$ cat src/rtl/rock_intensity_ctrl.sv
// -----------------------------------------------------------------------------
// rock_intensity_ctrl
// Drives the cradle rocking intensity from the heart-rate sample (hart) and the
// heart-rate-settled flag (gedaald) produced by the settle detector.
// Rocking ramps up one level per slow sample while the baby is stressed. It
// holds once the rate settles, then steps down to rest and pulses done.
//
// Optional feature macro: ROCK_WATCHDOG_EN
//   When defined, a watchdog watches for too long at full intensity and forces
//   a FAULT state (intensity 0, alarm 1). The FAULT state persists until reset
//   or until enable drops. When undefined, alarm is tied to 0.
//
// Ports
//   slow      in   1  sample clock, rising edge
//   reset     in   1  synchronous, active-high
//   enable    in   1  controller enable; low forces IDLE next cycle
//   hart      in   6  current heart-rate sample
//   gedaald   in   1  heart rate settled flag
//   intensity out  3  rocking level, 0 = stopped (registered)
//   rocking   out  1  intensity != 0 (registered)
//   done      out  1  one-cycle pulse when an episode ends normally
//   alarm     out  1  watchdog fault
// -----------------------------------------------------------------------------
module rock_intensity_ctrl #(
  parameter int HART_THRESH   = 40,
  parameter int MAX_LEVEL     = 7,
  parameter int HOLD_CYCLES   = 8,
  parameter int SETTLE_CYCLES = 4
`ifdef ROCK_WATCHDOG_EN
  ,
  parameter int WATCHDOG_CYCLES = 32
`endif
) (
  input  logic       slow,
  input  logic       reset,
  input  logic       enable,
  input  logic [5:0] hart,
  input  logic       gedaald,
  output logic [2:0] intensity,
  output logic       rocking,
  output logic       done,
  output logic       alarm
);

  localparam logic [2:0] IDLE   = 3'd0;
  localparam logic [2:0] RAMP   = 3'd1;
  localparam logic [2:0] HOLD   = 3'd2;
  localparam logic [2:0] SETTLE = 3'd3;
`ifdef ROCK_WATCHDOG_EN
  localparam logic [2:0] FAULT  = 3'd4;
`endif

  localparam int CNT_MAX = (HOLD_CYCLES > SETTLE_CYCLES) ? HOLD_CYCLES : SETTLE_CYCLES;
  localparam int CNT_W   = $clog2(CNT_MAX + 1);
  localparam logic [CNT_W-1:0] HOLD_LOAD   = CNT_W'(HOLD_CYCLES - 1);
  localparam logic [CNT_W-1:0] SETTLE_LOAD = CNT_W'(SETTLE_CYCLES - 1);
  localparam logic [CNT_W-1:0] CNT_ZERO    = {CNT_W{1'b0}};
  localparam logic [CNT_W-1:0] CNT_ONE     = CNT_W'(1);
  localparam logic [2:0] LEVEL_MAX = 3'(MAX_LEVEL);
  localparam logic [5:0] THRESH    = 6'(HART_THRESH);

  logic [2:0]       state_r, state_s;
  logic [2:0]       intensity_r, intensity_s;
  logic [CNT_W-1:0] cnt_r, cnt_s;
  logic             done_r, done_s;
  logic             rocking_r;
  logic             stressed_s;
  logic [2:0]       level_up_s;
  logic [2:0]       level_dn_s;

`ifdef ROCK_WATCHDOG_EN
  localparam int WD_W = $clog2(WATCHDOG_CYCLES + 1);
  localparam logic [WD_W-1:0] WD_LIMIT = WD_W'(WATCHDOG_CYCLES);
  localparam logic [WD_W-1:0] WD_ZERO  = {WD_W{1'b0}};
  localparam logic [WD_W-1:0] WD_ONE   = WD_W'(1);
  logic [WD_W-1:0] wd_r, wd_s;
  logic            alarm_r, alarm_s;
`endif

  assign stressed_s = (hart > THRESH);
  // Saturating step-up, and a step-down that can never underflow.
  assign level_up_s = (intensity_r == LEVEL_MAX) ? intensity_r : (intensity_r + 3'd1);
  assign level_dn_s = (intensity_r != 3'd0) ? (intensity_r - 3'd1) : 3'd0;

  // Next-state, next-intensity, countdown and done-pulse computation.
  always_comb begin
    state_s     = state_r;
    intensity_s = intensity_r;
    cnt_s       = cnt_r;
    done_s      = 1'b0;
`ifdef ROCK_WATCHDOG_EN
    wd_s        = WD_ZERO;
    alarm_s     = 1'b0;
`endif
    if (!enable) begin
      // Disable aborts any episode silently: no done pulse, alarm cleared.
      state_s     = IDLE;
      intensity_s = 3'd0;
      cnt_s       = CNT_ZERO;
    end else begin
`ifdef ROCK_WATCHDOG_EN
      // Count consecutive cycles spent pushing at full level.
      if (((state_r == RAMP) || (state_r == HOLD)) && (intensity_r == LEVEL_MAX)) begin
        wd_s = wd_r + WD_ONE;
      end else begin
        wd_s = WD_ZERO;
      end
      if (wd_s == WD_LIMIT) begin
        state_s     = FAULT;
        intensity_s = 3'd0;
        cnt_s       = CNT_ZERO;
        alarm_s     = 1'b1;
        wd_s        = WD_ZERO;
      end else
`endif
      begin
        case (state_r)
          IDLE: begin
            if (stressed_s) begin
              state_s     = RAMP;
              intensity_s = 3'd1;
            end else begin
              intensity_s = 3'd0;
            end
          end
          RAMP: begin
            if (gedaald) begin
              state_s = HOLD;
              cnt_s   = HOLD_LOAD;
            end else begin
              intensity_s = level_up_s;
            end
          end
          HOLD: begin
            if (!gedaald) begin
              state_s = RAMP;
            end else if (cnt_r == CNT_ZERO) begin
              // Leaving HOLD always takes the first step down; from level 1
              // that already ends the episode.
              if (level_dn_s == 3'd0) begin
                state_s     = IDLE;
                intensity_s = 3'd0;
                cnt_s       = CNT_ZERO;
                done_s      = 1'b1;
              end else begin
                state_s     = SETTLE;
                intensity_s = level_dn_s;
                cnt_s       = SETTLE_LOAD;
              end
            end else begin
              cnt_s = cnt_r - CNT_ONE;
            end
          end
          SETTLE: begin
            // Renewed stress wins over a pending step-down.
            if (!gedaald && stressed_s) begin
              state_s = RAMP;
            end else if (cnt_r == CNT_ZERO) begin
              if (level_dn_s == 3'd0) begin
                state_s     = IDLE;
                intensity_s = 3'd0;
                cnt_s       = CNT_ZERO;
                done_s      = 1'b1;
              end else begin
                intensity_s = level_dn_s;
                cnt_s       = SETTLE_LOAD;
              end
            end else begin
              cnt_s = cnt_r - CNT_ONE;
            end
          end
`ifdef ROCK_WATCHDOG_EN
          FAULT: begin
            intensity_s = 3'd0;
            alarm_s     = 1'b1;
          end
`endif
          default: begin
            state_s     = IDLE;
            intensity_s = 3'd0;
            cnt_s       = CNT_ZERO;
          end
        endcase
      end
    end
  end

  // State and output registers with synchronous reset.
  always_ff @(posedge slow) begin
    if (reset) begin
      state_r     <= IDLE;
      intensity_r <= 3'd0;
      cnt_r       <= CNT_ZERO;
      done_r      <= 1'b0;
      rocking_r   <= 1'b0;
`ifdef ROCK_WATCHDOG_EN
      wd_r        <= WD_ZERO;
      alarm_r     <= 1'b0;
`endif
    end else begin
      state_r     <= state_s;
      intensity_r <= intensity_s;
      cnt_r       <= cnt_s;
      done_r      <= done_s;
      rocking_r   <= (intensity_s != 3'd0);
`ifdef ROCK_WATCHDOG_EN
      wd_r        <= wd_s;
      alarm_r     <= alarm_s;
`endif
    end
  end

  assign intensity = intensity_r;
  assign rocking   = rocking_r;
  assign done      = done_r;
`ifdef ROCK_WATCHDOG_EN
  assign alarm     = alarm_r;
`else
  assign alarm     = 1'b0;
`endif

endmodule

$ cat config.mk
export PLATFORM = sky130hd
export DESIGN_NAME = rock_intensity_ctrl
export DESIGN_NICKNAME = d
export VERILOG_FILES = /design/src/rtl/rock_intensity_ctrl.sv
export SDC_FILE = /design/constraint.sdc
export NUM_CORES = 1
export LEC_CHECK = 0
export ABC_CLOCK_PERIOD_IN_PS = 5610
export BUFFER_PORTS_ARGS = -buffer_cell sky130_fd_sc_hd__buf_2
export CAP_MARGIN = 20
export CORE_MARGIN = 10
export CORE_UTILIZATION = 57
export CTS_CLUSTER_DIAMETER = 200
export DETAILED_ROUTE_END_ITERATION = 10
export PLACE_DENSITY_LB_ADDON = 0.08
export SYNTH_ARGS = -nofsm -noshare
export SYNTH_HDL_FRONTEND = slang
export SYNTH_SLANG_ARGS = --single-unit
$ cat constraint.sdc
create_clock -name slow -period 5.61 [get_ports slow]
set_clock_uncertainty 0.15 [all_clocks]
set_input_delay 0.2805 -clock slow [delete_from_list [all_inputs] [get_ports slow]]
set_output_delay 0.2805 -clock slow [all_outputs]
set_load 0.01 [all_outputs]
==> After elaboration in Yosys (flattened, before gate mapping) <==
Index checks and enable logic that the tools add are counted.
Widths: inputs -> output; s select.
{ "classes": {"n_addsub": 3, "n_lt_le_gt_ge": 1, "eq_ne": 11, "n_mux": 30, "bitwise": 2, "n_reduce_logical": 10} }
{ "op_table": {"columns": ["op", "n"], "rows": [
  ["$mux 3", 15],
  ["$pmux 3 s4", 2],
  ["$mux 4", 4],
  ["$pmux 4 s4", 1],
  ["$ne 3x3->1 const B", 3],
  ["$ne 2x2->1 const B", 4],
  ["$eq 3x2->1 const B", 2],
  ["$gt 6x6->1 const B", 1],
  ["$logic_not 3->1", 2],
  ["$reduce_bool 3->1", 2],
  ["$mux 1", 5],
  ["$reduce_and 5->1", 1],
  ["$logic_not 4->1", 1],
  ["$mux 2", 2],
  ["$reduce_and 4->1", 1],
  ["$sub 4x1->4 const B", 1],
  ["$add 3x1->3 const B", 1],
  ["$eq 3x1->1 const B", 1],
  ["$eq 3x3->1 const B", 1],
  ["$sub 3x1->3 const B", 1],
  ["$not 1->1", 2],
  ["$pmux 1 s2", 1],
  ["$reduce_or 2->1", 1],
  ["$logic_and 1x1->1", 1],
  ["$logic_not 1->1", 1]
]} }
{ "word_totals": {"reg_bits": 12, "word_cells": 62} }

==> Longest topological paths before layout <==
Gate-level depths: netlist (run 1).
{ "logic_depth": {"depth_word": 9, "depth_mapped": 8, "depth_no_buf": 8} }

==> Worst setup path before layout (run 1) <==
No wires, ideal clock.
{ "synth_timing": {"path_type": "reg2reg", "startpoint": "reg intensity_r[0], in the netlist intensity[0]", "endpoint": "reg cnt_r[0]", "setup_ns": 0.137, "arrival_time_ns": 1.817, "setup_slack_ns": 3.506, "stages_incl_launch_ff": 8, "n_path_buf": 0, "cell_sequence": "dfxtp_1 -> inv_1 -> ha_1 -> mux2_2 -> or2_4 -> o31a_1 -> a221oi_1 -> a311oi_1"} }
{ "synth_between": {"elab_chain_cells": 7, "elab_cells_between_ends": 9, "cone_classes": "add/sub: 1; mux: 6; reduce/logical: 2"} }
{ "synth_lines": {"columns": ["element", "line_no", "rtl"], "rows": [
  ["start, declared", "63", "logic [2:0] intensity_r, intensity_s;"],
  ["start signal, assigned", "202", "intensity_r <= intensity_s;"],
  ["$sub 3x1->3 or $reduce_bool 3->1 (tied branches)", "83", "assign level_dn_s = (intensity_r != 3'd0) ? (intensity_r - 3'd1) : 3'd0;"],
  ["$mux 3 *", "83", null],
  ["$logic_not 3->1 *", "140, 159", null],
  ["$mux 2 *", "140, 159", null],
  ["$mux 4 *", "137", "end else if (cnt_r == CNT_ZERO) begin"],
  ["$mux 4, on equally long branches", "156, 135", null],
  ["$pmux 4 s4 *", "117", "case (state_r)"],
  ["end signal, assigned", "203", "cnt_r <= cnt_s;"],
  ["end, declared", "64", "logic [CNT_W-1:0] cnt_r, cnt_s;"]
]} }
Mark *: on every way between the ends. The rest lies on a longest branch, timed or not. The select of a mux whose other input is x is not followed.
A chain may end at the register's enable or synchronous reset.

==> Worst setup path after layout (run 1) <==
{ "layout_timing": {"startpoint": "reg cnt_r[0]", "endpoint": "reg cnt_r[0]"} }
{ "layout_between": {"elab_chain_cells": 4, "elab_cells_between_ends": 6, "cone_classes": "add/sub: 1; mux: 4; reduce/logical: 1"} }
{ "layout_lines": {"columns": ["element", "line_no"], "rows": [
  ["$sub 4x1->4 or $logic_not 4->1 (tied branches)", null],
  ["$mux 4 *", "137"],
  ["$mux 4, on equally long branches", "156, 135"],
  ["$pmux 4 s4 *", "117"]
]} }
Marks and branches as above.

==> run summary, run 1 <==
worst setup path start: cnt_r[0]
worst r2r path cells: 7
Post-Place Cell Area: 913.4 um2
GR Overflow Total: 0
reg2reg end: cnt_r[0]
number of synthesized register bits: 11
critical path's largest stage delay: 0.42 ns
# hold bufs at CTS: 0
Setup Viol. Count Final: 0
Area Overhead vs Synth: 10.44%
vias in the first global route: 799
final worst path period need: 2.225 ns
top cell family by delay on the critical path: simple AND/OR/NAND/NOR gates
met2 GRT Util: 0.1958
hpwl dp: 1588 um
Main synth FF type: dfxtp_1
power share of the sequential group: 0.502
grt met1 use: 0.1650
sequential area share after synthesis: 0.2588
count of final hold-check violations: 0
vias per cell: 6.152
hold depth: 3
routed vias: 849
unrepaired setup endpoints after global routing: false
Final Net Count: 139
Cells after Synth: 111
Max VDD drop: 0.0001697 V
Wirelength per Cell: 15.70 um
setup TNS: 0 ns
crit path launch type: flip-flop
total die area: 0.003438 mm2
hold slack: 0.2271 ns
initial antenna violation count: 0
DRC marker count from the first detailed-route iteration: 24
Avg Synthesized Cell Area: 7.665 um2
Post-Layout Inst Area: 939.7 um2
Slew @ Worst Pin: 0.6772 ns
flop-to-flop setup slack: 3.38 ns
IO Count: 16
CP Class: reg2reg
Async SR Flop Fraction: 0
Core Area: 0.001350 mm2
worst hold start: gedaald
die width: 58.64 um
Synth warnings: 0
post-CTS resize count: 0
cell area power density: 173.9 mW/mm2
# Post-CTS Setup Buffers: 0
post-route ant nets: 0
Skew-Pair Late Insertion Delay: 0.27 ns
worst hold path class: in2reg
Die Ht: 58.64 um
Bufs and invs on worst path: 1
Placer Congestion: 0.8922
Critical Path RT: 5.60 ns
switching share of total power: 0.2727
Static Leakage: 0.0003901 uW
Mapped Nets: 126
Pre-antenna DRT Iters: 4
Worst-path clk slew: 0.07 ns
Synth cell types: 39
Critical Path Fanout Max: 6
FP Rows: 13
P_int: 118.9 uW
crit share post-route: 0.3967
layer with the highest usage: met2
CTS root buffer: clkbuf_4
total CTS buffers: 3
Initial Util: 0.6302
sw power: 44.57 uW
first-pass GRT wire length: 3622 um
worst-path cell chain: inv_1 > ha_1 > or3b_4 > or2_4 > o31a_1 > a221oi_1 > a311oi_1
largest net degree at the start of global routing: 13
run status: completed
Port-buffer cells: 14
Max Freq: 0.4493 GHz
Final Max Slew Viols: 0
Combinational Power Share: 0.164
slew margin rel.: 0.5476
CTS tree: done
EDFF count, synth: 0
Netlist Area Pre-Place: 850.8 um2
Crit-path slowest cell: or3b_4
# DRC: 0
grt met3 use: 0.03004
WL final: 2167 um
Crit. End Element: flip-flop
Clock Sinks: 11
H-Tree Level Count: 1
Crit path arrival time: 2.22 ns
Max Cap Violations: 0
CTS max path bufs: 2
clock network power share: 0.335
Antenna Cells: 0
Hold Path Sink: state_r[1]
share of cells above drive strength 1: 0.1870
All-Layer GR Usage: 0.1286
Worst R2R Start: cnt_r[0]
-- cells by family after synthesis --
kind of cell | count (synthesis) | share of synthesized area
other | 1 | 0.004408
AND/OR/NAND/NOR | 38 | 0.2530
AO/OA/AOI/OAI | 35 | 0.2618
flip-flops | 11 | 0.2588
buffers and inverters | 14 | 0.06618
multiplexers | 6 | 0.07206
XOR/XNOR | 1 | 0.01030
adder cells (fa/ha/maj) | 5 | 0.07353
-- power groups by stage --
stage	combinational (uW)	sequential [uW]	clock, uW
2_1_floorplan	20.1	82.9	0
5_1_grt	30.0	82.2	59.9
4_1_cts	26.5	81.8	55.7
6_report	26.7	82.0	54.7
3_5_place_dp	26.3	83.7	0
3_3_place_gp	25.9	83.5	0
-- cells in the final DEF, fill, tap and decap left out, drive strengths merged, types with 2 or more instances in the layout --
cell type	netlist	final
buf	1	14
a21oi	11	11
dfxtp	11	11
nand2	10	10
inv	8	8
o21ai	8	8
nor2	5	5
mux2i	5	5
ha	5	5
nand2b	4	4
nor3	4	4
clkbuf	5	4
nor4	3	3
a31oi	3	3
o22ai	2	2
nor2b	2	2
a221oi	2	2
a311oi	2	2
or2	2	2
-- tightest hold or removal path: cells and delay by family --
family / cells / cell delay [ns]
AO/OA/AOI/OAI: 1 / 0.06
buffers and inverters: 1 / 0.17
AND/OR/NAND/NOR: 1 / 0.09
-- state kept, by name, summed over array words and instances, names as in the netlist --
register   cells
intensity      3
cnt_r          4
done           1
rocking        1
state_r        2
-- synthesized netlist by cell type, types with 2 or more instances --
cell type / count / share of area
o22ai_1: 2 / 0.015
nand2_1: 10 / 0.044
ha_1: 5 / 0.074
dfxtp_1: 11 / 0.26
a31oi_1: 3 / 0.022
a21oi_1: 11 / 0.065
mux2i_1: 5 / 0.059
a221oi_1: 2 / 0.021
nor2_1: 5 / 0.022
o21ai_0: 7 / 0.041
inv_1: 8 / 0.035
nand2b_1: 4 / 0.029
nor2b_1: 2 / 0.015
nor3_1: 4 / 0.024
clkbuf_1: 5 / 0.022
nor4_1: 3 / 0.022
a311oi_1: 2 / 0.021
-- area by class of cell --
| cell class | instances | area [um2] |
|---|---|---|
| clock buffers | 4 | 26.28 |
| fillers | 115 | 410.4 |
| inverters | 8 | 30.03 |
| multi-input cells | 86 | 574.3 |
| flip-flops and latches | 11 | 220.2 |
| well taps | 15 | 18.77 |
| repair buffers | 14 | 70.07 |
-- worst max-delay path by stage --
stage / to / cells past startpoint
floorplan: cnt_r[0] / 7
global placement: cnt_r[1] / 7
detailed placement: cnt_r[1] / 7
CTS: cnt_r[1] / 7
global route: cnt_r[1] / 7
finish: cnt_r[0] / 7
-- per-layer routing --
| layer | wire length, um | up-vias | share of wire |
|---|---|---|---|
| li1 | - | 427 | - |
| met1 | 984 | 386 | 0.45 |
| met2 | 1011 | 31 | 0.47 |
| met3 | 140 | 5 | 0.065 |
| met4 | 31 | 0 | 0.014 |
| met5 | 0 | - | 0 |
-- through the flow --
stage | power, uW | utilization | std cells | worst slack, ns
final | 163.4 | 0.6960 | 138 | 3.385
after global routing | 172.1 | 0.6960 | 138 | 3.264
after CTS | 164.0 | 0.6960 | 138 | 3.381
after detailed placement | 110.0 | 0.6766 | 134 | 3.406
after global placement | 109.5 | 0.6766 | 134 | 3.435
after floorplan | 103.0 | - | 111 | 3.506
Power figures use the tool's default switching activity.
==> inputs of run 2 (changes only) <==
--- a/config.mk
+++ b/config.mk
@@ -5,11 +5,11 @@
 export SDC_FILE = /design/constraint.sdc
 export NUM_CORES = 1
 export LEC_CHECK = 0
-export ABC_CLOCK_PERIOD_IN_PS = 5610
+export ABC_CLOCK_PERIOD_IN_PS = 1780
 export BUFFER_PORTS_ARGS = -buffer_cell sky130_fd_sc_hd__buf_2
 export CAP_MARGIN = 20
 export CORE_MARGIN = 10
-export CORE_UTILIZATION = 57
+export CORE_UTILIZATION = 48
 export CTS_CLUSTER_DIAMETER = 200
 export DETAILED_ROUTE_END_ITERATION = 10
 export PLACE_DENSITY_LB_ADDON = 0.08
==> constraint.sdc (replaced) <==
create_clock -name slow -period 1.78 [get_ports slow]
set_clock_uncertainty 0.15 [all_clocks]
set_input_delay 0.089 -clock slow [delete_from_list [all_inputs] [get_ports slow]]
set_output_delay 0.089 -clock slow [all_outputs]
set_load 0.01 [all_outputs]
==> run summary, run 2 (synthesized netlist as in run 1, its figures left out) <==
Bufs and invs on worst path: 2 (+1)
CTS tree: done
total die area: 0.003856 mm2 (+12%)
switching share of total power: 0.2888 (+0.01612)
routed vias: 979 (+15%)
hpwl dp: 1920 um (+21%)
Critical Path Fanout Max: 4 (-2)
count of final hold-check violations: 0 (unchanged)
CP Class: reg2reg
CTS root buffer: clkbuf_4
power share of the sequential group: 0.454 (-0.048)
Final Max Slew Viols: 0 (unchanged)
reg2reg end: state_r[1]
most common cell after layout, fill and taps aside: buf_4
Total Power: 560.5 uW (+240%)
Finished Core Util: 0.7231 (+0.02706)
WL final: 2490 um (+15%)
Initial Util: 0.4982 (-0.1320)
CTS max path bufs: 2 (unchanged)
IO Count: 16 (unchanged)
Max Freq: 0.4894 GHz (+8.9%)
Crit-path slowest cell: dfxtp_4
met2 GRT Util: 0.1949 (-0.0008793)
crit share post-route: 1.148 (+0.7513)
Critical Path RT: 1.77 ns (-3.83 ns)
Top reg by flops: cnt_r
final worst path period need: 2.043 ns (-0.1821 ns)
fillcell total: 149 (+30%)
Wirelength per Cell: 14.39 um (-8.3%)
worst-path cell chain: inv_2 > ha_4 > mux2_4 > or2_4 > buf_4 > o311a_1 > o21ai_1 > a21oi_1
vias per cell: 5.659 (-8.0%)
Static Leakage: 0.0005205 uW (+33%)
Placer Congestion: 0.8329 (-6.6%)
unrepaired setup endpoints after global routing: true
worst hold path class: in2reg
Worst R2R Start: intensity[0]
worst hold start: enable
crit path launch type: flip-flop
Pre-antenna DRT Iters: 4 (unchanged)
critical path's largest stage delay: 0.37 ns (-0.05 ns)
grt met3 use: 0.03047 (+0.0004230)
All-Layer GR Usage: 0.1258 (-0.002794)
clock network power share: 0.326 (-0.009)
run status: finished, violations left
Area Overhead vs Synth: 45.15%
Antenna Cells: 0 (unchanged)
die width: 62.10 um (+5.9%)
Clock Sinks: 11 (unchanged)
post-route ant nets: 0 (unchanged)
vias in the first global route: 946 (+18%)
top cell family by delay on the critical path: compound AO/OA/AOI/OAI gates
flop-to-flop setup slack: -0.26 ns (-3.65 ns)
Combinational Power Share: 0.220 (+0.056)
sw power: 161.9 uW (+260%)
largest net degree at the start of global routing: 12 (-1)
fin worst setup slack: -0.2634 ns (-3.648 ns)
Setup Viol. Count Final: 8 (+8)
Max Cap Violations: 0 (unchanged)
max FFs per register: 4 (unchanged)
P_int: 398.6 uW (+240%)
total CTS buffers: 3 (unchanged)
FP Rows: 15 (+2)
grt met1 use: 0.1619 (-0.003134)
Worst-path clk slew: 0.08 ns (about the same)
first-pass GRT wire length: 4229 um (+17%)
most frequent cells in the layout: buf_4, buf_2, a21oi_1
Final Net Count: 164 (+18%)
layer with the highest usage: met2
Die Ht: 62.10 um (+5.9%)
Placed Cells: 166 (+24%)
worst r2r path cells: 8 (+1)
Port-buffer cells: 14 (unchanged)
Crit. End Element: flip-flop
initial antenna violation count: 0 (unchanged)
GR Overflow Total: 0 (unchanged)
hold depth: 3 (unchanged)
Hold Path Sink: cnt_r[2]
cell area power density: 453.8 mW/mm2 (+160%)
failing checks: negative setup slack
share of cells above drive strength 1: 0.4459 (+0.2590)
Core Area: 0.001708 mm2 (+27%)
Max VDD drop: 0.0004453 V (+160%)
Skew-Pair Late Insertion Delay: 0.28 ns (about the same)
DRC marker count from the first detailed-route iteration: 46 (+92%)
# DRC: 0 (unchanged)
final std cells w/o fill: 173 (+25%)
H-Tree Level Count: 1 (unchanged)
Crit path arrival time: 2.03 ns (-0.19 ns)
==> run 2: cell count changes in the layout (fill, tap and decap cells not counted), sizes merged <==
cell	delta
buf	+24
dlygate4sd3	+1
==> run 2: worst max-delay path by stage <==
stage	startpoint	depth (start not counted)	end
finish	intensity[0]	8	state_r[1]
global placement	cnt_r[1]	7	cnt_r[0]
CTS	cnt_r[1]	8	state_r[1]
detailed placement	cnt_r[1]	7	cnt_r[0]
floorplan	cnt_r[1]	7	cnt_r[0]
global route	cnt_r[1]	8	state_r[1]
==> run 2: per-stage QoR <==
step	hold WS, ns	TNS, ns	setup WS (ns)	cell area, um2
2_1_floorplan	0.2430	-0.6522	-0.2559	902.1
6_report	0.1753	-1.256	-0.2634	1235
3_5_place_dp	0.2611	-1.434	-0.2796	1142
3_3_place_gp	0.2596	-1.237	-0.2622	1142
5_1_grt	0.2151	-1.988	-0.3076	1235
4_1_cts	0.1774	-1.386	-0.2390	1207
==> run 2: routing by layer <==
layer | vias up | routed length (um)
li1 | 475 | -
met1 | 464 | 1142
met2 | 34 | 1166
met3 | 6 | 139
met4 | 0 | 41
met5 | - | 0
==> run 2: final cells by class <==
class	count	area [um2]	share of cell area
Inverter	8	30.03	0.02432
Clock buffer	4	26.28	0.02128
Timing Repair Buffer	39	264.0	0.2138
Tap cell	25	31.28	0.02533
Multi-Input combinational cell	86	653.1	0.5289
Sequential cell	11	230.2	0.1864
==> run 2: what timing repair did <==
item / 4_1_cts / 5_1_grt
hold buffers: 1 / 0
resized for setup: 4 / 5
setup buffers: 2 / 0
endpoints found under the setup margin: 9 / 9
pin swaps: 5 / 2
endpoints found under the hold margin: 1 / 0
==> run 2: worst register-to-register path, stage by stage (launching register included) <==
cell and delay [ns]:
dfxtp_4 0.37, inv_2 0.05, ha_4 0.16, mux2_4 0.30, or2_4 0.26, buf_4 0.14
o311a_1 0.28, o21ai_1 0.12, a21oi_1 0.08
==> run 2: power by group through the flow <==
| stage | combinational (uW) | sequential [uW] | clock [uW] |
|---|---|---|---|
| 5_1_grt | 136 | 255 | 194 |
| 6_report | 123 | 254 | 183 |
| 2_1_floorplan | 67.8 | 259 | 0 |
| 4_1_cts | 117 | 254 | 183 |
| 3_3_place_gp | 109 | 260 | 0 |
| 3_5_place_dp | 111 | 260 | 0 |
